--- config.mk ---
export PLATFORM = sky130hd
export DESIGN_NAME = seq_arith_unit_flat
export DESIGN_NICKNAME = d
export VERILOG_FILES = /design/src/rtl/seq_arith_unit_if.sv /design/src/rtl/seq_arith_unit.sv /design/src/flat_wrapper.sv
export SDC_FILE = /design/constraint.sdc
export NUM_CORES = 1
export LEC_CHECK = 0
export ABC_AREA = 0
export CELL_PAD_IN_SITES_DETAIL_PLACEMENT = 0
export CELL_PAD_IN_SITES_GLOBAL_PLACEMENT = 2
export CORE_ASPECT_RATIO = 1.75
export CORE_MARGIN = 1.5
export CORE_UTILIZATION = 35
export DETAILED_ROUTE_END_ITERATION = 12
export PLACE_DENSITY = 0.83
export SYNTH_ARGS = -nofsm -noshare
export SYNTH_HDL_FRONTEND = slang
export SYNTH_SLANG_ARGS = --single-unit
--- constraint.sdc ---
create_clock -name clk -period 4.44 [get_ports clk]
set_clock_uncertainty 0.05 [all_clocks]
set_input_delay 1.11 -clock clk [delete_from_list [all_inputs] [get_ports clk]]
set_output_delay 1.11 -clock clk [all_outputs]
set_load 0.05 [all_outputs]
--- src/rtl/seq_arith_unit_if.sv ---
// Operand/result bundle between operand capture logic and the arithmetic unit.
// Carries the start request, opcode and operands, plus the registered result side.
// The master drives start/op/a/b; the slave returns result/overflow/busy/done.
interface seq_arith_unit_if #(
    parameter int WIDTH = 8
);
    logic             start;
    logic [1:0]       op;
    logic [WIDTH-1:0] a;
    logic [WIDTH-1:0] b;
    logic [WIDTH-1:0] result;
    logic             overflow;
    logic             busy;
    logic             done;

    modport master (
        output start, op, a, b,
        input  result, overflow, busy, done
    );

    modport slave (
        input  start, op, a, b,
        output result, overflow, busy, done
    );
endinterface

--- src/rtl/seq_arith_unit.sv ---
// Two's-complement add/sub/negate/multiply unit with optional saturation.
// Latency: add/sub/negate 1 cycle; multiply WIDTH+2 cycles (shift-add, LSB first).
// Backpressure: start is only honoured while idle; requests during busy are dropped.
module seq_arith_unit #(
    parameter int WIDTH    = 8,
    parameter bit SATURATE = 1'b0
) (
    input  logic           clk,
    input  logic           reset,
    seq_arith_unit_if.slave bus
);
    localparam int MSB = WIDTH - 1;
    localparam int CW  = $clog2(WIDTH);

    localparam logic [WIDTH-1:0]   MAXV    = {1'b0, {(WIDTH-1){1'b1}}};
    localparam logic [WIDTH-1:0]   MINV    = {1'b1, {(WIDTH-1){1'b0}}};
    // Largest product magnitudes that still fit: 2^(W-1) when negative, 2^(W-1)-1 when positive.
    localparam logic [2*WIDTH-1:0] LIM_NEG = {{WIDTH{1'b0}}, MINV};
    localparam logic [2*WIDTH-1:0] LIM_POS = LIM_NEG - (2*WIDTH)'(1);

    typedef enum logic [1:0] {IDLE, MUL, FIN} state_t;

    state_t             state;
    logic [2*WIDTH-1:0] acc;
    logic [2*WIDTH-1:0] mcand;
    logic [WIDTH-1:0]   mplier;
    logic [CW-1:0]      cnt;
    logic               sign;

    logic [WIDTH-1:0]   sum, diff, neg, abs_a, abs_b;
    logic [WIDTH-1:0]   q_res;
    logic               q_ovf, q_true_neg;
    logic               p_neg, m_ovf;
    logic [WIDTH-1:0]   m_res;

    // Single-cycle ops: raw result, overflow, and sign of the true result for clamping.
    always_comb begin
        sum        = bus.a + bus.b;
        diff       = bus.a - bus.b;
        neg        = WIDTH'(0) - bus.a;
        abs_a      = bus.a[MSB] ? neg : bus.a;
        abs_b      = bus.b[MSB] ? (WIDTH'(0) - bus.b) : bus.b;
        q_res      = '0;
        q_ovf      = 1'b0;
        q_true_neg = 1'b0;
        case (bus.op)
            2'b00: begin
                q_res      = sum;
                q_ovf      = (bus.a[MSB] == bus.b[MSB]) && (sum[MSB] != bus.a[MSB]);
                q_true_neg = bus.a[MSB];
            end
            2'b01: begin
                q_res      = diff;
                q_ovf      = (bus.a[MSB] != bus.b[MSB]) && (diff[MSB] != bus.a[MSB]);
                q_true_neg = bus.a[MSB];
            end
            2'b11: begin
                // Only -MIN overflows, and its true value is positive.
                q_res      = neg;
                q_ovf      = (bus.a == MINV);
                q_true_neg = 1'b0;
            end
            default: begin
                q_res      = '0;
                q_ovf      = 1'b0;
                q_true_neg = 1'b0;
            end
        endcase
        if (SATURATE && q_ovf) begin
            q_res = q_true_neg ? MINV : MAXV;
        end
    end

    // Multiply finish: signed product from magnitude; a zero product is never negative.
    always_comb begin
        p_neg = sign && (acc != '0);
        m_ovf = acc > (p_neg ? LIM_NEG : LIM_POS);
        // Low bits of -acc only depend on low bits of acc.
        m_res = p_neg ? (WIDTH'(0) - acc[MSB:0]) : acc[MSB:0];
        if (SATURATE && m_ovf) begin
            m_res = p_neg ? MINV : MAXV;
        end
    end

    // Control FSM with registered result/overflow/busy/done.
    always_ff @(posedge clk or posedge reset) begin
        if (reset) begin
            state        <= IDLE;
            acc          <= '0;
            mcand        <= '0;
            mplier       <= '0;
            cnt          <= '0;
            sign         <= 1'b0;
            bus.result   <= '0;
            bus.overflow <= 1'b0;
            bus.busy     <= 1'b0;
            bus.done     <= 1'b0;
        end else begin
            bus.done <= 1'b0;
            case (state)
                IDLE: begin
                    if (bus.start) begin
                        if (bus.op == 2'b10) begin
                            mcand    <= {{WIDTH{1'b0}}, abs_a};
                            mplier   <= abs_b;
                            sign     <= bus.a[MSB] ^ bus.b[MSB];
                            acc      <= '0;
                            cnt      <= '0;
                            bus.busy <= 1'b1;
                            state    <= MUL;
                        end else begin
                            bus.result   <= q_res;
                            bus.overflow <= q_ovf;
                            bus.done     <= 1'b1;
                        end
                    end
                end
                MUL: begin
                    if (mplier[0]) begin
                        acc <= acc + mcand;
                    end
                    mcand  <= mcand << 1;
                    mplier <= mplier >> 1;
                    cnt    <= cnt + CW'(1);
                    if (cnt == CW'(WIDTH - 1)) begin
                        state <= FIN;
                    end
                end
                FIN: begin
                    bus.result   <= m_res;
                    bus.overflow <= m_ovf;
                    bus.done     <= 1'b1;
                    bus.busy     <= 1'b0;
                    state        <= IDLE;
                end
                default: begin
                    state <= IDLE;
                end
            endcase
        end
    end
endmodule

--- src/flat_wrapper.sv ---
// flat-port wrapper written by rule: the top's interface ports become plain ports
module seq_arith_unit_flat 
#(
    parameter int WIDTH    = 8,
    parameter bit SATURATE = 1'b0
)
  (clk, reset, bus_start, bus_op, bus_a, bus_b, bus_result, bus_overflow, bus_busy, bus_done);
  seq_arith_unit_if #(.WIDTH(WIDTH)) bus_i ();
  input  logic clk;
  input  logic reset;
  input wire logic [$bits(bus_i.start)-1:0] bus_start;
  input wire logic [$bits(bus_i.op)-1:0] bus_op;
  input wire logic [$bits(bus_i.a)-1:0] bus_a;
  input wire logic [$bits(bus_i.b)-1:0] bus_b;
  output wire logic [$bits(bus_i.result)-1:0] bus_result;
  output wire logic [$bits(bus_i.overflow)-1:0] bus_overflow;
  output wire logic [$bits(bus_i.busy)-1:0] bus_busy;
  output wire logic [$bits(bus_i.done)-1:0] bus_done;
  assign bus_i.start = bus_start;
  assign bus_i.op = bus_op;
  assign bus_i.a = bus_a;
  assign bus_i.b = bus_b;
  assign bus_result = bus_i.result;
  assign bus_overflow = bus_i.overflow;
  assign bus_busy = bus_i.busy;
  assign bus_done = bus_i.done;
  seq_arith_unit #(.WIDTH(WIDTH), .SATURATE(SATURATE)) u_core (.clk(clk), .reset(reset), .bus(bus_i));
endmodule
# After elaboration in Yosys (flattened, before gate mapping)
# Index checks and enable logic that the tools add are counted.
[totals] ff_bits=57 in_bits=21 out_inout_bits=11 wordCells=84
[op_classes] n_addsub=7 order_cmp=1 n_eq_ne=16 mux=35 bitwise=1 reduce_logical=14
[op_table] cell="16-bit two-way mux" n=5
[op_table] cell="8-bit two-way mux" n=8
[op_table] cell="16-bit case mux with 2 select lines" n=2
[op_table] cell="8-bit case mux with 2 select lines" n=2
[op_table] cell="8-bit case mux with 3 select lines" n=1
[op_table] cell="1-bit by 8-bit subtractor with 8-bit output (first input constant)" n=3
[op_table] cell="16-bit adder" n=1
[op_table] cell="16-bit > comparator" n=1
[op_table] cell="16-bit nonzero test" n=1
[op_table] cell="3-bit AND reduction" n=5
[op_table] cell="8-bit adder" n=1
[op_table] cell="8-bit equality test (second input constant)" n=1
[op_table] cell="8-bit subtractor" n=1
[op_table] cell="2-bit equality test (second input constant)" n=3
[op_table] cell="1-bit two-way mux" n=6
[op_table] cell="2-bit two-way mux" n=3
[op_table] cell="3-bit two-way mux" n=2
[op_table] cell="2-bit by 1-bit != test with 1-bit output (second input constant)" n=3
[op_table] cell="1-bit case mux with 2 select lines" n=3
[op_table] cell="3-bit case mux with 2 select lines" n=1
[op_table] cell="2-bit by 1-bit equality test with 1-bit output (second input constant)" n=2
[op_table] cell="2-bit zero test" n=2
[op_table] cell="2-bit != test (second input constant)" n=2
[op_table] cell="2-bit case mux with 2 select lines" n=1
[op_table] cell="9 further kinds" n=14

# Depth between registers and ports, before layout
[depth] word_depth=7 mapped_depth=12 depth_no_buf=12

# Least setup slack after synthesis
# No wires, ideal clock.
[synth_timing] kind="register to register" from="reg u_core.acc[3]" to="reg u_core.bus.overflow" setup_time_ps=129 arrival_time_ps=3136 required_ps=4261 path_slack_ps=1125 path_stages_with_launch=11 n_path_buf=0 synth_period_minus_slack_ps=3315 cell_sequence="dfrtp_1 > or3_1 > or3b_4 > o41ai_4 > inv_1 > ha_1 > a21o_1 > a21oi_1 > or3b_2 > a211oi_1 > a211oi_1"
[synth_between] elab_chain_cells=5
[synth_rtl] item="start: declaration" line="seq_arith_unit.sv:24" text="logic [2*WIDTH-1:0] acc;"
[synth_rtl] item="start signal: assignment" line="seq_arith_unit.sv:120" text="acc <= acc + mcand;"
[synth_rtl] item="16-bit nonzero test" line="seq_arith_unit.sv:76" text="p_neg = sign && (acc != '0);"
[synth_rtl] item="1-bit logical AND" line="seq_arith_unit.sv:76"
[synth_rtl] item="8-bit two-way mux" line="seq_arith_unit.sv:77" text="m_ovf = acc > (p_neg ? LIM_NEG : LIM_POS);"
[synth_rtl] item="16-bit > comparator (*)" line="seq_arith_unit.sv:77"
[synth_rtl] item="1-bit case mux with 2 select lines (*)" line="seq_arith_unit.sv:100" text="case (state)"
[synth_rtl] item="end signal: assignment" line="seq_arith_unit.sv:113" text="bus.overflow <= q_ovf;"
[synth_rtl] item="end signal: assignment" line="seq_arith_unit.sv:131" text="bus.overflow <= m_ovf;"
[synth_rtl] item="end: declaration" line="seq_arith_unit_if.sv:23" text="output result, overflow, busy, done"
# Every way passes the cells marked *; elsewhere a longest branch is shown, timed or not.
# A chain may end at the register's enable or synchronous reset.

# Worst setup path in the final report
# Same ends and word-level chain as after synthesis.

==> metrics.md <==
| Metric | Value |
|---|---|
| Hold slack | approximately 430 ps |
| Post-synthesis sequential area ratio | a little under a third |
| Area grow syn2layout | 18.9% |
| CP Max Fanout | 7 |
| Worst Setup Start Kind | register |
| Detailed Route Iter0 Violations | approximately 210 |
| DR vias | 4183 |
| Half-perimeter wire length after placement | 10.6 mm |
| Ratio of cells with drive above 1 in the final layout | approximately 6.6% |
| Max-Cap Viols | 0 |
| CTS tree | done |
| GP Congestion | a little over 0.9 |
| Most used flip-flop cell after synthesis | dfrtp_1 |
| Clock Tree Buf Depth | 2 |
| Count of flip-flops with a built-in enable after synthesis | 0 |
| Die area | around 0.014 mm2 |
| Worst hold path class | reg -> reg |
| Largest net degree at the start of global routing | 37 |
| Final Max Slew Viols | 0 |
| Worst-Skew Late Latency | between 300 and 400 ps |
| Post-Syn Area | ~0.0045 mm2 |
| R2R Setup Slk | 750 ps |
| Area post-placement | between 0.005 and 0.006 mm2 |
| Tcrit/Tclk final | around 83% |
| Number of distinct library cells after synthesis | 62 |
| Fin util | a little over two fifths |
| Max_slew headroom | approximately 58% |
| Initial antenna violation count | 0 |
| CTS Hold Bufs | 0 |
| Postcts setup bufs | 0 |
| Worst R2R End | u_core.bus.overflow |
| DRT Wirelength | 13.8 mm |
| P_leak | around 0.0024 uW |
| Floorplan core area | about 0.013 mm2 |
| Input/output buffers | 31 |
| Setup Viol. Count Final | 0 |
| Final hold violations | 0 |
| Syn Area/Cell | approximately 8.4 um2 |
| Post-CTS sizing | 0 |
| Die width | 89.0 um |
| Wire length per cell | 18.6 um |
| P per Cell Area | 623 mW/mm2 |
| Clock root buffer | clkbuf_16 |
| Row count | 54 |
| Arrival time at the worst endpoint | roughly 3800 ps |
| Pre-antenna DRT Iters | 5 |
| Reg-to-reg startpoint | u_core.acc[3] |
| Initial Utilization | 36.0% |
| Critical path endpoint category | register |
| Status | finished, final reports clean |
| Worst-margin pin slew | ~630 ps |
| Critical path class | reg -> reg |
| DRC Markers | 0 |
| H-tree levels | 3 |
| Vias per cell | 5.63 |
| Final ANT Viol Nets | 0 |
| Critical Path RT | about 4600 ps |
| Crit path to | u_core.bus.overflow |
| Synthesized flop and latch total | 57 |
| First-pass GRT wire length | roughly 22 mm |
| Unrepaired setup endpoints after global routing | no |
| Post-Syn Nets | approximately 610 |
| # diodes | 0 |
| Global route overflow | 0 |
| Synthesis Warnings | 0 |
| Post-Layout Inst Area | about 0.0054 mm2 |
| # nets final | 638 |
| Ys async rst share | between 90% and 100% |
| Highest clock rate | roughly 270 MHz |
| Setup TNS | 0 ps |
| Max VDD drop | ~0.22 mV |
| GRT Util Overall | 21.8% |
| Worst r2r path cells | 10 |
| Worst-path clk slew | approximately 50 ps |
| IO Pins | 32 |
| Vias in the first global route | between 4000 and 5000 |
| Syn Inst Count | 538 |
| Die Y | between 150 and 200 um |
| CTS Buf Count | 9 |
| Worst Setup SP | u_core.acc[3] |
| Clock Sinks | 57 |
| Min cycle time layout | ~3700 ps |
worst min-delay path by stage:
stage | start | end | slack, ps | cells after the start
after detailed placement | u_core.mplier[6] | u_core.mplier[6] | 420 | 2
after CTS | u_core.mplier[6] | u_core.mplier[6] | 440 | 2
after floorplan | u_core.mplier[6] | u_core.mplier[6] | 390 | 2
after global placement | u_core.mplier[2] | u_core.mplier[1] | 420 | 2
after global routing | u_core.cnt[0] | u_core.cnt[0] | 470 | 1
final | u_core.mplier[6] | u_core.mplier[6] | 430 | 2
state kept, by name (all words and copies together), names as in the netlist:
register and flops:
u_core.cnt 3, u_core.sign 1, u_core.mcand 16, u_core.bus.overflow 1, u_core.bus.result 8, u_core.state 2, u_core.mplier 8, u_core.bus.done 1
u_core.bus.busy 1, u_core.acc 16
cell type report:
cell class	instances	area (um2)
Multi-Input combinational cell	433	2920
Timing Repair Buffer	41	385
Clock buffer	11	253
Tap cell	168	210
Fill cell	1299	7180
Inverter	29	109
Clock inverter	4	76.3
Sequential cell	57	1430
power by group:
part,leakage [uW],switching (uW),total (uW),internal (uW)
registers,0.000726,228,955,727
clock network,0.000158,242,761,519
logic,0.00148,1010,1640,630
total,0.00236,1480,3350,1880
critical path, stage by stage (launching register included):
cell,delay [ps]
dfrtp_1,450
or3_1,430
or3b_4,410
o41ai_4,450
inv_1,250
ha_1,340
a21o_1,180
a21oi_1,160
or3b_2,450
a211oi_1,280
a211oi_1,90
synthesized netlist by cell type, drive strengths merged (13+ instances only):
cell | instances | share of area (%)
a21oi | 30 | 3.3
clkbuf | 16 | 1.3
dfrtp | 57 | 32
ha | 43 | 12
inv | 29 | 2.4
nand2 | 76 | 6.3
nand3 | 20 | 2.2
nor2 | 29 | 2.4
o211ai | 13 | 2.2
o21ai | 52 | 5.7
xnor2 | 16 | 3.1
xor2 | 13 | 2.5
stage by stage:
| step | cells | setup WS (ps) | total power, uW |
|---|---|---|---|
| final | 743 | 755 | 3350 |
| after global routing | 743 | 577 | 3620 |
| after CTS | 743 | 751 | 3380 |
| after detailed placement | 728 | 671 | 2600 |
| after global placement | 728 | 736 | 2580 |
| after floorplan | 538 | 1120 | 2070 |
cells by family after synthesis:
logic type,count (synthesis),share of synthesized area [%]
AND/OR/NAND/NOR,187,20.0
AO/OA/AOI/OAI,166,24.6
flip-flops,57,31.5
buffers and inverters,48,4.01
adder cells (fa/ha/maj),46,13.2
XOR/XNOR,29,5.61
multiplexers,5,1.11
per-layer routing:
metal | vias up | wire [um] | track usage, %
met5 | - | 0 | 0
met4 | 0 | 428 | 9.82
met3 | 25 | 280 | 2.54
met2 | 88 | 7820 | 40.7
met1 | 2036 | 5270 | 23.4
li1 | 2034 | - | -
cells in the final DEF (no fill, tap or decap), types with 4 or more instances in the layout:
master and instances:
nand2_1 76, dfrtp_1 57, xnor2_1 16, nor2_1 28
o31ai_1 4, or3_1 9, mux2i_1 5, nor2b_1 9
a211oi_1 8, a21oi_1 30, o211ai_1 13, nor3_1 7
clkdlybuf4s50_1 31, inv_1 28, nor4_1 5, clkbuf_16 9
o21ai_0 52, nand2b_1 7, xor2_1 13, a22oi_1 5
buf_4 10, and3_1 5, ha_1 43, a21o_1 7
a31oi_1 11, nand3_1 20
No activity file was read; power rests on OpenSTA's default activity.
